$ cat config.mk
export PLATFORM = sky130hd
export DESIGN_NAME = axi_sdram_tgen_flat
export DESIGN_NICKNAME = d
export VERILOG_FILES = /design/src/rtl/axi_sdram_tgen_if.sv /design/src/rtl/axi_sdram_tgen.sv /design/src/flat_wrapper.sv
export SDC_FILE = /design/constraint.sdc
export NUM_CORES = 1
export LEC_CHECK = 0
export ABC_AREA = 1
export CORE_AREA = 2 2 114 161
export DETAILED_ROUTE_END_ITERATION = 6
export DIE_AREA = 0 0 116 163
export HOLD_SLACK_MARGIN = 0.08
export PLACE_DENSITY = 0.69
export SETUP_SLACK_MARGIN = 0.5
export SKIP_CTS_REPAIR_TIMING = 1
export SKIP_LAST_GASP = 1
export SYNTH_ARGS = -nofsm -noshare
export SYNTH_HDL_FRONTEND = slang
export SYNTH_SLANG_ARGS = --single-unit
export TNS_END_PERCENT = 30
$ cat constraint.sdc
create_clock -name clk -period 5.3 [get_ports clk]
set_clock_uncertainty 0.05 [all_clocks]
set_input_delay 0.53 -clock clk [delete_from_list [all_inputs] [get_ports clk]]
set_output_delay 0.53 -clock clk [all_outputs]
set_load 0.005 [all_outputs]
$ cat src/rtl/axi_sdram_tgen_if.sv
// AXI4 write/read channel bundle between the traffic generator (master) and the SDRAM controller port (slave).
interface axi_sdram_tgen_if #(
  parameter int ADDR_WIDTH = 32,
  parameter int DATA_WIDTH = 32
);
  logic [ADDR_WIDTH-1:0] m_axi_awaddr;
  logic [7:0]            m_axi_awlen;
  logic                  m_axi_awvalid;
  logic                  m_axi_awready;
  logic [DATA_WIDTH-1:0] m_axi_wdata;
  logic                  m_axi_wlast;
  logic                  m_axi_wvalid;
  logic                  m_axi_wready;
  logic [1:0]            m_axi_bresp;
  logic                  m_axi_bvalid;
  logic                  m_axi_bready;
  logic [ADDR_WIDTH-1:0] m_axi_araddr;
  logic [7:0]            m_axi_arlen;
  logic                  m_axi_arvalid;
  logic                  m_axi_arready;
  logic [DATA_WIDTH-1:0] m_axi_rdata;
  logic                  m_axi_rlast;
  logic                  m_axi_rvalid;
  logic                  m_axi_rready;

  modport master (
    output m_axi_awaddr, m_axi_awlen, m_axi_awvalid,
    input  m_axi_awready,
    output m_axi_wdata, m_axi_wlast, m_axi_wvalid,
    input  m_axi_wready,
    input  m_axi_bresp, m_axi_bvalid,
    output m_axi_bready,
    output m_axi_araddr, m_axi_arlen, m_axi_arvalid,
    input  m_axi_arready,
    input  m_axi_rdata, m_axi_rlast, m_axi_rvalid,
    output m_axi_rready
  );

  modport slave (
    input  m_axi_awaddr, m_axi_awlen, m_axi_awvalid,
    output m_axi_awready,
    input  m_axi_wdata, m_axi_wlast, m_axi_wvalid,
    output m_axi_wready,
    output m_axi_bresp, m_axi_bvalid,
    input  m_axi_bready,
    input  m_axi_araddr, m_axi_arlen, m_axi_arvalid,
    output m_axi_arready,
    output m_axi_rdata, m_axi_rlast, m_axi_rvalid,
    input  m_axi_rready
  );
endinterface

$ cat src/rtl/axi_sdram_tgen.sv
// AXI4 INCR burst write/read-check generator, address-as-data pattern; TGEN_4K_CHECK_EN rejects 4 KiB crossings.
// Latency: AXI valid one cycle after accept; done/err one cycle after the B or final R handshake.
// Backpressure: cmd_ready only in IDLE; each AXI valid held until handshake; rready held high in RDATA.
module axi_sdram_tgen #(
  parameter int ADDR_WIDTH = 32,
  parameter int DATA_WIDTH = 32
) (
  input  logic                  clk,
  input  logic                  rst,
  input  logic                  cmd_valid,
  output logic                  cmd_ready,
  input  logic                  cmd_write,
  input  logic [ADDR_WIDTH-1:0] cmd_addr,
  input  logic [7:0]            cmd_len,
  output logic                  done,
  output logic                  err,
  axi_sdram_tgen_if.master      m_axi
);
  localparam int BYTES = DATA_WIDTH / 8;

  localparam logic [2:0] S_IDLE  = 3'd0;
  localparam logic [2:0] S_WADDR = 3'd1;
  localparam logic [2:0] S_WDATA = 3'd2;
  localparam logic [2:0] S_WRESP = 3'd3;
  localparam logic [2:0] S_RADDR = 3'd4;
  localparam logic [2:0] S_RDATA = 3'd5;
  localparam logic [2:0] S_FIN   = 3'd6;

  logic [2:0]            state_q, state_d;
  logic [ADDR_WIDTH-1:0] addr_q, addr_d;
  logic [7:0]            len_q, len_d;
  logic [7:0]            cnt_q, cnt_d;
  logic                  awvalid_q, awvalid_d;
  logic                  wvalid_q, wvalid_d;
  logic [DATA_WIDTH-1:0] wdata_q, wdata_d;
  logic                  wlast_q, wlast_d;
  logic                  bready_q, bready_d;
  logic                  arvalid_q, arvalid_d;
  logic                  rready_q, rready_d;
  logic                  rerr_q, rerr_d;
  logic                  done_q, done_d;
  logic                  err_q, err_d;
  logic                  cmd_ready_q, cmd_ready_d;
  logic                  cross_4k;
  logic                  beat_err;

  function automatic logic [DATA_WIDTH-1:0] pattern(input logic [ADDR_WIDTH-1:0] base,
                                                    input logic [7:0] idx);
    logic [ADDR_WIDTH-1:0] a;
    a = base + ADDR_WIDTH'(idx) * ADDR_WIDTH'(BYTES);
    return DATA_WIDTH'(a);
  endfunction

`ifdef TGEN_4K_CHECK_EN
  logic [31:0] end_off;
  assign end_off  = 32'(cmd_addr[11:0]) + (32'(cmd_len) + 32'd1) * 32'(BYTES);
  assign cross_4k = (end_off > 32'd4096);
`else
  assign cross_4k = 1'b0;
`endif

  always_comb begin
    state_d     = state_q;
    addr_d      = addr_q;
    len_d       = len_q;
    cnt_d       = cnt_q;
    awvalid_d   = awvalid_q;
    wvalid_d    = wvalid_q;
    wdata_d     = wdata_q;
    wlast_d     = wlast_q;
    bready_d    = bready_q;
    arvalid_d   = arvalid_q;
    rready_d    = rready_q;
    rerr_d      = rerr_q;
    done_d      = 1'b0;
    err_d       = err_q;
    cmd_ready_d = cmd_ready_q;
    beat_err    = 1'b0;

    case (state_q)
      S_IDLE: begin
        cmd_ready_d = 1'b1;
        if (cmd_valid && cmd_ready_q) begin
          addr_d      = cmd_addr;
          len_d       = cmd_len;
          cnt_d       = 8'd0;
          cmd_ready_d = 1'b0;
          if (cross_4k) begin
            state_d = S_FIN;
            done_d  = 1'b1;
            err_d   = 1'b1;
          end else if (cmd_write) begin
            state_d   = S_WADDR;
            awvalid_d = 1'b1;
          end else begin
            state_d   = S_RADDR;
            arvalid_d = 1'b1;
          end
        end
      end
      S_WADDR: begin
        if (m_axi.m_axi_awready) begin
          awvalid_d = 1'b0;
          wvalid_d  = 1'b1;
          wdata_d   = pattern(addr_q, 8'd0);
          wlast_d   = (len_q == 8'd0);
          state_d   = S_WDATA;
        end
      end
      S_WDATA: begin
        if (wvalid_q && m_axi.m_axi_wready) begin
          if (wlast_q) begin
            wvalid_d = 1'b0;
            wlast_d  = 1'b0;
            bready_d = 1'b1;
            state_d  = S_WRESP;
          end else begin
            cnt_d   = cnt_q + 8'd1;
            wdata_d = pattern(addr_q, cnt_d);
            wlast_d = (cnt_d == len_q);
          end
        end
      end
      S_WRESP: begin
        if (m_axi.m_axi_bvalid) begin
          bready_d = 1'b0;
          done_d   = 1'b1;
          err_d    = |m_axi.m_axi_bresp;
          state_d  = S_FIN;
        end
      end
      S_RADDR: begin
        if (m_axi.m_axi_arready) begin
          arvalid_d = 1'b0;
          rready_d  = 1'b1;
          rerr_d    = 1'b0;
          state_d   = S_RDATA;
        end
      end
      S_RDATA: begin
        if (m_axi.m_axi_rvalid) begin
          // A beat at index len without rlast means the burst has overrun its length.
          beat_err = (m_axi.m_axi_rdata != pattern(addr_q, cnt_q))
                   | (m_axi.m_axi_rlast && (cnt_q < len_q))
                   | (!m_axi.m_axi_rlast && (cnt_q >= len_q));
          cnt_d = cnt_q + 8'd1;
          if (m_axi.m_axi_rlast) begin
            rready_d = 1'b0;
            done_d   = 1'b1;
            err_d    = rerr_q | beat_err;
            state_d  = S_FIN;
          end else begin
            rerr_d = rerr_q | beat_err;
          end
        end
      end
      S_FIN: begin
        cmd_ready_d = 1'b1;
        state_d     = S_IDLE;
      end
      default: state_d = S_IDLE;
    endcase
  end

  always_ff @(posedge clk or negedge rst) begin
    if (!rst) begin
      state_q     <= S_IDLE;
      addr_q      <= '0;
      len_q       <= '0;
      cnt_q       <= '0;
      awvalid_q   <= 1'b0;
      wvalid_q    <= 1'b0;
      wdata_q     <= '0;
      wlast_q     <= 1'b0;
      bready_q    <= 1'b0;
      arvalid_q   <= 1'b0;
      rready_q    <= 1'b0;
      rerr_q      <= 1'b0;
      done_q      <= 1'b0;
      err_q       <= 1'b0;
      cmd_ready_q <= 1'b0;
    end else begin
      state_q     <= state_d;
      addr_q      <= addr_d;
      len_q       <= len_d;
      cnt_q       <= cnt_d;
      awvalid_q   <= awvalid_d;
      wvalid_q    <= wvalid_d;
      wdata_q     <= wdata_d;
      wlast_q     <= wlast_d;
      bready_q    <= bready_d;
      arvalid_q   <= arvalid_d;
      rready_q    <= rready_d;
      rerr_q      <= rerr_d;
      done_q      <= done_d;
      err_q       <= err_d;
      cmd_ready_q <= cmd_ready_d;
    end
  end

  assign cmd_ready           = cmd_ready_q;
  assign done                = done_q;
  assign err                 = err_q;
  assign m_axi.m_axi_awaddr  = addr_q;
  assign m_axi.m_axi_awlen   = len_q;
  assign m_axi.m_axi_awvalid = awvalid_q;
  assign m_axi.m_axi_wdata   = wdata_q;
  assign m_axi.m_axi_wlast   = wlast_q;
  assign m_axi.m_axi_wvalid  = wvalid_q;
  assign m_axi.m_axi_bready  = bready_q;
  assign m_axi.m_axi_araddr  = addr_q;
  assign m_axi.m_axi_arlen   = len_q;
  assign m_axi.m_axi_arvalid = arvalid_q;
  assign m_axi.m_axi_rready  = rready_q;
endmodule

$ cat src/flat_wrapper.sv
// flat-port wrapper written by rule: the top's interface ports become plain ports
module axi_sdram_tgen_flat 
#(
  parameter int ADDR_WIDTH = 32,
  parameter int DATA_WIDTH = 32
)
  (clk, rst, cmd_valid, cmd_ready, cmd_write, cmd_addr, cmd_len, done, err, m_axi_m_axi_awaddr, m_axi_m_axi_awlen, m_axi_m_axi_awvalid, m_axi_m_axi_awready, m_axi_m_axi_wdata, m_axi_m_axi_wlast, m_axi_m_axi_wvalid, m_axi_m_axi_wready, m_axi_m_axi_bresp, m_axi_m_axi_bvalid, m_axi_m_axi_bready, m_axi_m_axi_araddr, m_axi_m_axi_arlen, m_axi_m_axi_arvalid, m_axi_m_axi_arready, m_axi_m_axi_rdata, m_axi_m_axi_rlast, m_axi_m_axi_rvalid, m_axi_m_axi_rready);
  axi_sdram_tgen_if #(.ADDR_WIDTH(ADDR_WIDTH), .DATA_WIDTH(DATA_WIDTH)) m_axi_i ();
  input  logic clk;
  input  logic rst;
  input  logic cmd_valid;
  output logic cmd_ready;
  input  logic cmd_write;
  input  logic [ADDR_WIDTH-1:0] cmd_addr;
  input  logic [7:0] cmd_len;
  output logic done;
  output logic err;
  output wire logic [$bits(m_axi_i.m_axi_awaddr)-1:0] m_axi_m_axi_awaddr;
  output wire logic [$bits(m_axi_i.m_axi_awlen)-1:0] m_axi_m_axi_awlen;
  output wire logic [$bits(m_axi_i.m_axi_awvalid)-1:0] m_axi_m_axi_awvalid;
  input wire logic [$bits(m_axi_i.m_axi_awready)-1:0] m_axi_m_axi_awready;
  output wire logic [$bits(m_axi_i.m_axi_wdata)-1:0] m_axi_m_axi_wdata;
  output wire logic [$bits(m_axi_i.m_axi_wlast)-1:0] m_axi_m_axi_wlast;
  output wire logic [$bits(m_axi_i.m_axi_wvalid)-1:0] m_axi_m_axi_wvalid;
  input wire logic [$bits(m_axi_i.m_axi_wready)-1:0] m_axi_m_axi_wready;
  input wire logic [$bits(m_axi_i.m_axi_bresp)-1:0] m_axi_m_axi_bresp;
  input wire logic [$bits(m_axi_i.m_axi_bvalid)-1:0] m_axi_m_axi_bvalid;
  output wire logic [$bits(m_axi_i.m_axi_bready)-1:0] m_axi_m_axi_bready;
  output wire logic [$bits(m_axi_i.m_axi_araddr)-1:0] m_axi_m_axi_araddr;
  output wire logic [$bits(m_axi_i.m_axi_arlen)-1:0] m_axi_m_axi_arlen;
  output wire logic [$bits(m_axi_i.m_axi_arvalid)-1:0] m_axi_m_axi_arvalid;
  input wire logic [$bits(m_axi_i.m_axi_arready)-1:0] m_axi_m_axi_arready;
  input wire logic [$bits(m_axi_i.m_axi_rdata)-1:0] m_axi_m_axi_rdata;
  input wire logic [$bits(m_axi_i.m_axi_rlast)-1:0] m_axi_m_axi_rlast;
  input wire logic [$bits(m_axi_i.m_axi_rvalid)-1:0] m_axi_m_axi_rvalid;
  output wire logic [$bits(m_axi_i.m_axi_rready)-1:0] m_axi_m_axi_rready;
  assign m_axi_m_axi_awaddr = m_axi_i.m_axi_awaddr;
  assign m_axi_m_axi_awlen = m_axi_i.m_axi_awlen;
  assign m_axi_m_axi_awvalid = m_axi_i.m_axi_awvalid;
  assign m_axi_i.m_axi_awready = m_axi_m_axi_awready;
  assign m_axi_m_axi_wdata = m_axi_i.m_axi_wdata;
  assign m_axi_m_axi_wlast = m_axi_i.m_axi_wlast;
  assign m_axi_m_axi_wvalid = m_axi_i.m_axi_wvalid;
  assign m_axi_i.m_axi_wready = m_axi_m_axi_wready;
  assign m_axi_i.m_axi_bresp = m_axi_m_axi_bresp;
  assign m_axi_i.m_axi_bvalid = m_axi_m_axi_bvalid;
  assign m_axi_m_axi_bready = m_axi_i.m_axi_bready;
  assign m_axi_m_axi_araddr = m_axi_i.m_axi_araddr;
  assign m_axi_m_axi_arlen = m_axi_i.m_axi_arlen;
  assign m_axi_m_axi_arvalid = m_axi_i.m_axi_arvalid;
  assign m_axi_i.m_axi_arready = m_axi_m_axi_arready;
  assign m_axi_i.m_axi_rdata = m_axi_m_axi_rdata;
  assign m_axi_i.m_axi_rlast = m_axi_m_axi_rlast;
  assign m_axi_i.m_axi_rvalid = m_axi_m_axi_rvalid;
  assign m_axi_m_axi_rready = m_axi_i.m_axi_rready;
  axi_sdram_tgen #(.ADDR_WIDTH(ADDR_WIDTH), .DATA_WIDTH(DATA_WIDTH)) u_core (.clk(clk), .rst(rst), .cmd_valid(cmd_valid), .cmd_ready(cmd_ready), .cmd_write(cmd_write), .cmd_addr(cmd_addr), .cmd_len(cmd_len), .done(done), .err(err), .m_axi(m_axi_i));
endmodule
==> impl_metrics.ini <==
[cts]
insertion_delay_ns = 0.36
root_buffer = clkbuf_16
cts_inserted_buffers = 9
htreeDepth = 3
cts_tree = done
clock_sinks = 93
cts_buffer_depth = 2
clkTransAtPathRegs_ns = 0.07

[logic_synthesis]
syn_area_sq_mm = 0.00689
synthAdderAreaFrac_pct = 5.12
synth_area_leaders = dfrtp_1, nand2_1, inv_1, buf_4, xor2_1
synth_compound_area_share_pct = 10.3
synthMuxAreaShare_pct = 0
synth_nets = 1107
synth_top_area_share_pct = 33.8
yosys.area.top_type = dfrtp_1
seq_area_frac_synth_pct = 33.8
synth_xor_area_share_pct = 6.10
ys_ff_latch = 93
synth_top_family_by_area = simple AND/OR/NAND/NOR gates
async_reset_ff_share_pct = 100
synthFlopType = dfrtp_1
yosys_warnings = 0
synth_edf_count = 0
synth_cells = 996
avgSynthCellArea_sq_um = 6.92
synth_cell_types = 45
synth-simple-area-share_pct = 31.1

[grt]
gr-total-overflow = 0
grt_max_degree = 53
grt_pass1_vias = 6401
grt_pass1_wl_microns = 33700
grt.total_usage_pct = 23.5
antenna_found_initial = 0

[sta]
fin_crit_ns = 3.42
post-route-period-util_pct = 64.5
finalHoldViolCount = 0
tns_ns = 0
tightest_slew_ns = 0.755
maxSlewViolCount = 0
setup_viol = 0
fmax_ghz = 0.293
rsz0062_at_grt = no
max_slew_margin_pct = 49.7

[drt]
vias_per_cell = 4.81
vias = 6719
drtPass1Iterations = 5
drc = 0
detail-route-antenna-nets = 0
wl_microns = 22000
first_iter_violations = 285
post_drt_wl_per_cell_microns = 15.7

[die]
die_x_microns = 116
initial_core_util_pct = 39.2
coreArea_sq_mm = 0.0176
io_pins = 205
die-area_sq_mm = 0.0189
die_y_microns = 163
row_count = 58

[setup_path]
crit_path_end_kind = register
crit_fanout = 6
crit_type = reg -> reg
cp.arrival_ns = 3.65
critPathBufInv = 2
cp_slowest_stage_delay_ns = 0.48
crit_required_ns = 5.53
crit_chain = inv_2 -> nor3_1 -> nand4_1 -> nor2_1 -> xor2_1 -> inv_1 -> ha_1 -> nand4_1 -> o221ai_1 -> nand3_1 -> nor2_1 -> nand2_1 -> xor2_1 -> o21ai_0
crit_family = simple AND/OR/NAND/NOR gates
rrSetupSlack_ns = 1.88
worst_r2r_endpoint = u_core.m_axi.m_axi_wdata[24]
slowest_stage = dfrtp_1
r2r-start = u_core.cnt_q[2]
reg2reg_depth = 14
startpoint_type = register

[cells_and_area]
nFillCells = 1835
regArea_sq_mm = 0.00233
final_nets = 1263
antenna_cells = 0
area_growth_pct = 32.5
drive_above_1_share_pct = 4.32
final_core_util_pct = 52.0
multi_input_area_sq_mm = 0.00363

[placed_design]
dp_hpwl_microns = 17700
io_buffer_count = 204
gp_congestion = 0.933

[power_and_ir_drop]
irDropWorstVdd_uv = 145
p_sw_w = 0.000351
switching_share_pct = 23.3
p_per_area_mw_per_mm2 = 165
p_int_w = 0.00116
comb_power_share_pct = 7.4
clockPowerShare_pct = 45.6
p_seq_share_pct = 47.0
power.leakage_nw = 4.59

[status]
status = complete, no violations

[hold_path]
hold_path.class = in -> async

[run]
maxCapViolations = 0
cell type report:
cell class | instances | share of cell area, %
Clock inverter | 6 | 0.767
Multi-Input combinational cell | 707 | 39.8
Sequential cell | 93 | 25.5
Tap cell | 240 | 3.29
Clock buffer | 10 | 2.62
Timing Repair Buffer | 206 | 22.5
Inverter | 135 | 5.57
synthesized netlist by cell type (2+ instances only):
| library cell | count |
|---|---|
| nor2_2 | 4 |
| inv_1 | 127 |
| xnor2_1 | 12 |
| buf_4 | 43 |
| a21oi_1 | 30 |
| nand2_2 | 7 |
| buf_2 | 8 |
| nor3_2 | 3 |
| o21ai_0 | 61 |
| or2_2 | 3 |
| o22ai_1 | 5 |
| buf_6 | 3 |
| fa_1 | 2 |
| nor2_4 | 2 |
| ha_1 | 25 |
| o21ai_1 | 9 |
| nor3_1 | 5 |
| nand2_1 | 316 |
| inv_2 | 7 |
| nand3b_1 | 8 |
| nor2_1 | 78 |
| xor2_1 | 36 |
| clkbuf_1 | 4 |
| a31oi_1 | 7 |
| dfrtp_1 | 93 |
| nand4_1 | 10 |
| clkbuf_2 | 3 |
| nand3_1 | 62 |
| nor4_1 | 3 |
| o21a_1 | 5 |
cells by family (layout without fill, tap and decap cells):
| logic type | after synthesis | after routing |
|---|---|---|
| AO/OA/AOI/OAI | 128 | 128 |
| flip-flops | 93 | 93 |
| buffers and inverters | 196 | 357 |
| adder cells (fa/ha/maj) | 27 | 27 |
| XOR/XNOR | 48 | 48 |
| AND/OR/NAND/NOR | 504 | 504 |
power by group through the flow:
stage / Sequential (W) / Combinational (W) / Clock (W)
2_1_floorplan: 0.000724 / 0.0000241 / 0
3_3_place_gp: 0.000724 / 0.000113 / 0
3_5_place_dp: 0.000724 / 0.000113 / 0
4_1_cts: 0.000710 / 0.000114 / 0.000702
5_1_grt: 0.000710 / 0.000124 / 0.000728
6_report: 0.000710 / 0.000112 / 0.000688
registers in the layout, indices dropped and copies added, names as in the netlist:
register and flops:
u_core.m_axi.m_axi_arlen 8, u_core.cmd_ready 1, u_core.m_axi.m_axi_araddr 32, u_core.rerr_q 1, u_core.m_axi.m_axi_arvalid 1, u_core.m_axi.m_axi_rready 1, u_core.m_axi.m_axi_wlast 1, u_core.m_axi.m_axi_wvalid 1
u_core.m_axi.m_axi_awvalid 1, u_core.m_axi.m_axi_wdata 32, u_core.m_axi.m_axi_bready 1, u_core.err 1, u_core.done 1, u_core.state_q 3, u_core.cnt_q 8
per-stage QoR:
| step | setup slack (ns) | total power, W | instance area, sq um | hold WS (ns) | instances |
|---|---|---|---|---|---|
| finish | 1.88 | 0.00151 | 9140 | 0.116 | 1397 |
| global placement | 2.06 | 0.000837 | 8830 | 0.414 | 1381 |
| detailed placement | 1.93 | 0.000837 | 8830 | 0.415 | 1381 |
| global route | 1.56 | 0.00156 | 9140 | 0.173 | 1397 |
| floorplan | 2.52 | 0.000748 | 6890 | 0.184 | 996 |
| CTS | 1.91 | 0.00153 | 9140 | 0.145 | 1397 |
cell usage in the layout, fill, tap and decap left out, types with 5 or more instances in the layout:
cell type	synthesis	final
nand3_1	62	62
a21oi_1	30	30
o22ai_1	5	5
nor2_1	78	78
xor2_1	36	36
inv_1	127	127
clkbuf_16	0	9
clkdlybuf4s50_1	0	203
a31oi_1	7	7
inv_2	7	7
nand4_1	10	10
xnor2_1	12	12
nand3b_1	8	8
o21a_1	5	5
nand2_2	7	7
o21ai_0	61	61
nor3_1	5	5
dfrtp_1	93	93
ha_1	25	25
nand2_1	316	316
o21ai_1	9	9
worst max-delay path by stage:
stage	endpoint	depth (start not counted)	from	slack (ns)
CTS	u_core.m_axi.m_axi_wdata[24]	14	u_core.cnt_q[2]	1.91
detailed placement	u_core.m_axi.m_axi_wdata[24]	14	u_core.cnt_q[2]	1.93
global placement	u_core.m_axi.m_axi_wdata[24]	14	u_core.cnt_q[1]	2.06
global route	u_core.m_axi.m_axi_wdata[25]	18	u_core.cnt_q[1]	1.56
floorplan	u_core.m_axi.m_axi_wdata[24]	14	u_core.cnt_q[2]	2.52
finish	u_core.m_axi.m_axi_wdata[24]	14	u_core.cnt_q[2]	1.88
per-layer routing:
metal,track usage [%],routed length [microns],vias to the layer above
met5,0,0,-
met4,10.6,702,0
met3,2.57,923,28
met2,43.8,11900,185
met1,26.5,8390,3084
li1,-,-,3422
(Power assumes the default switching activity.)
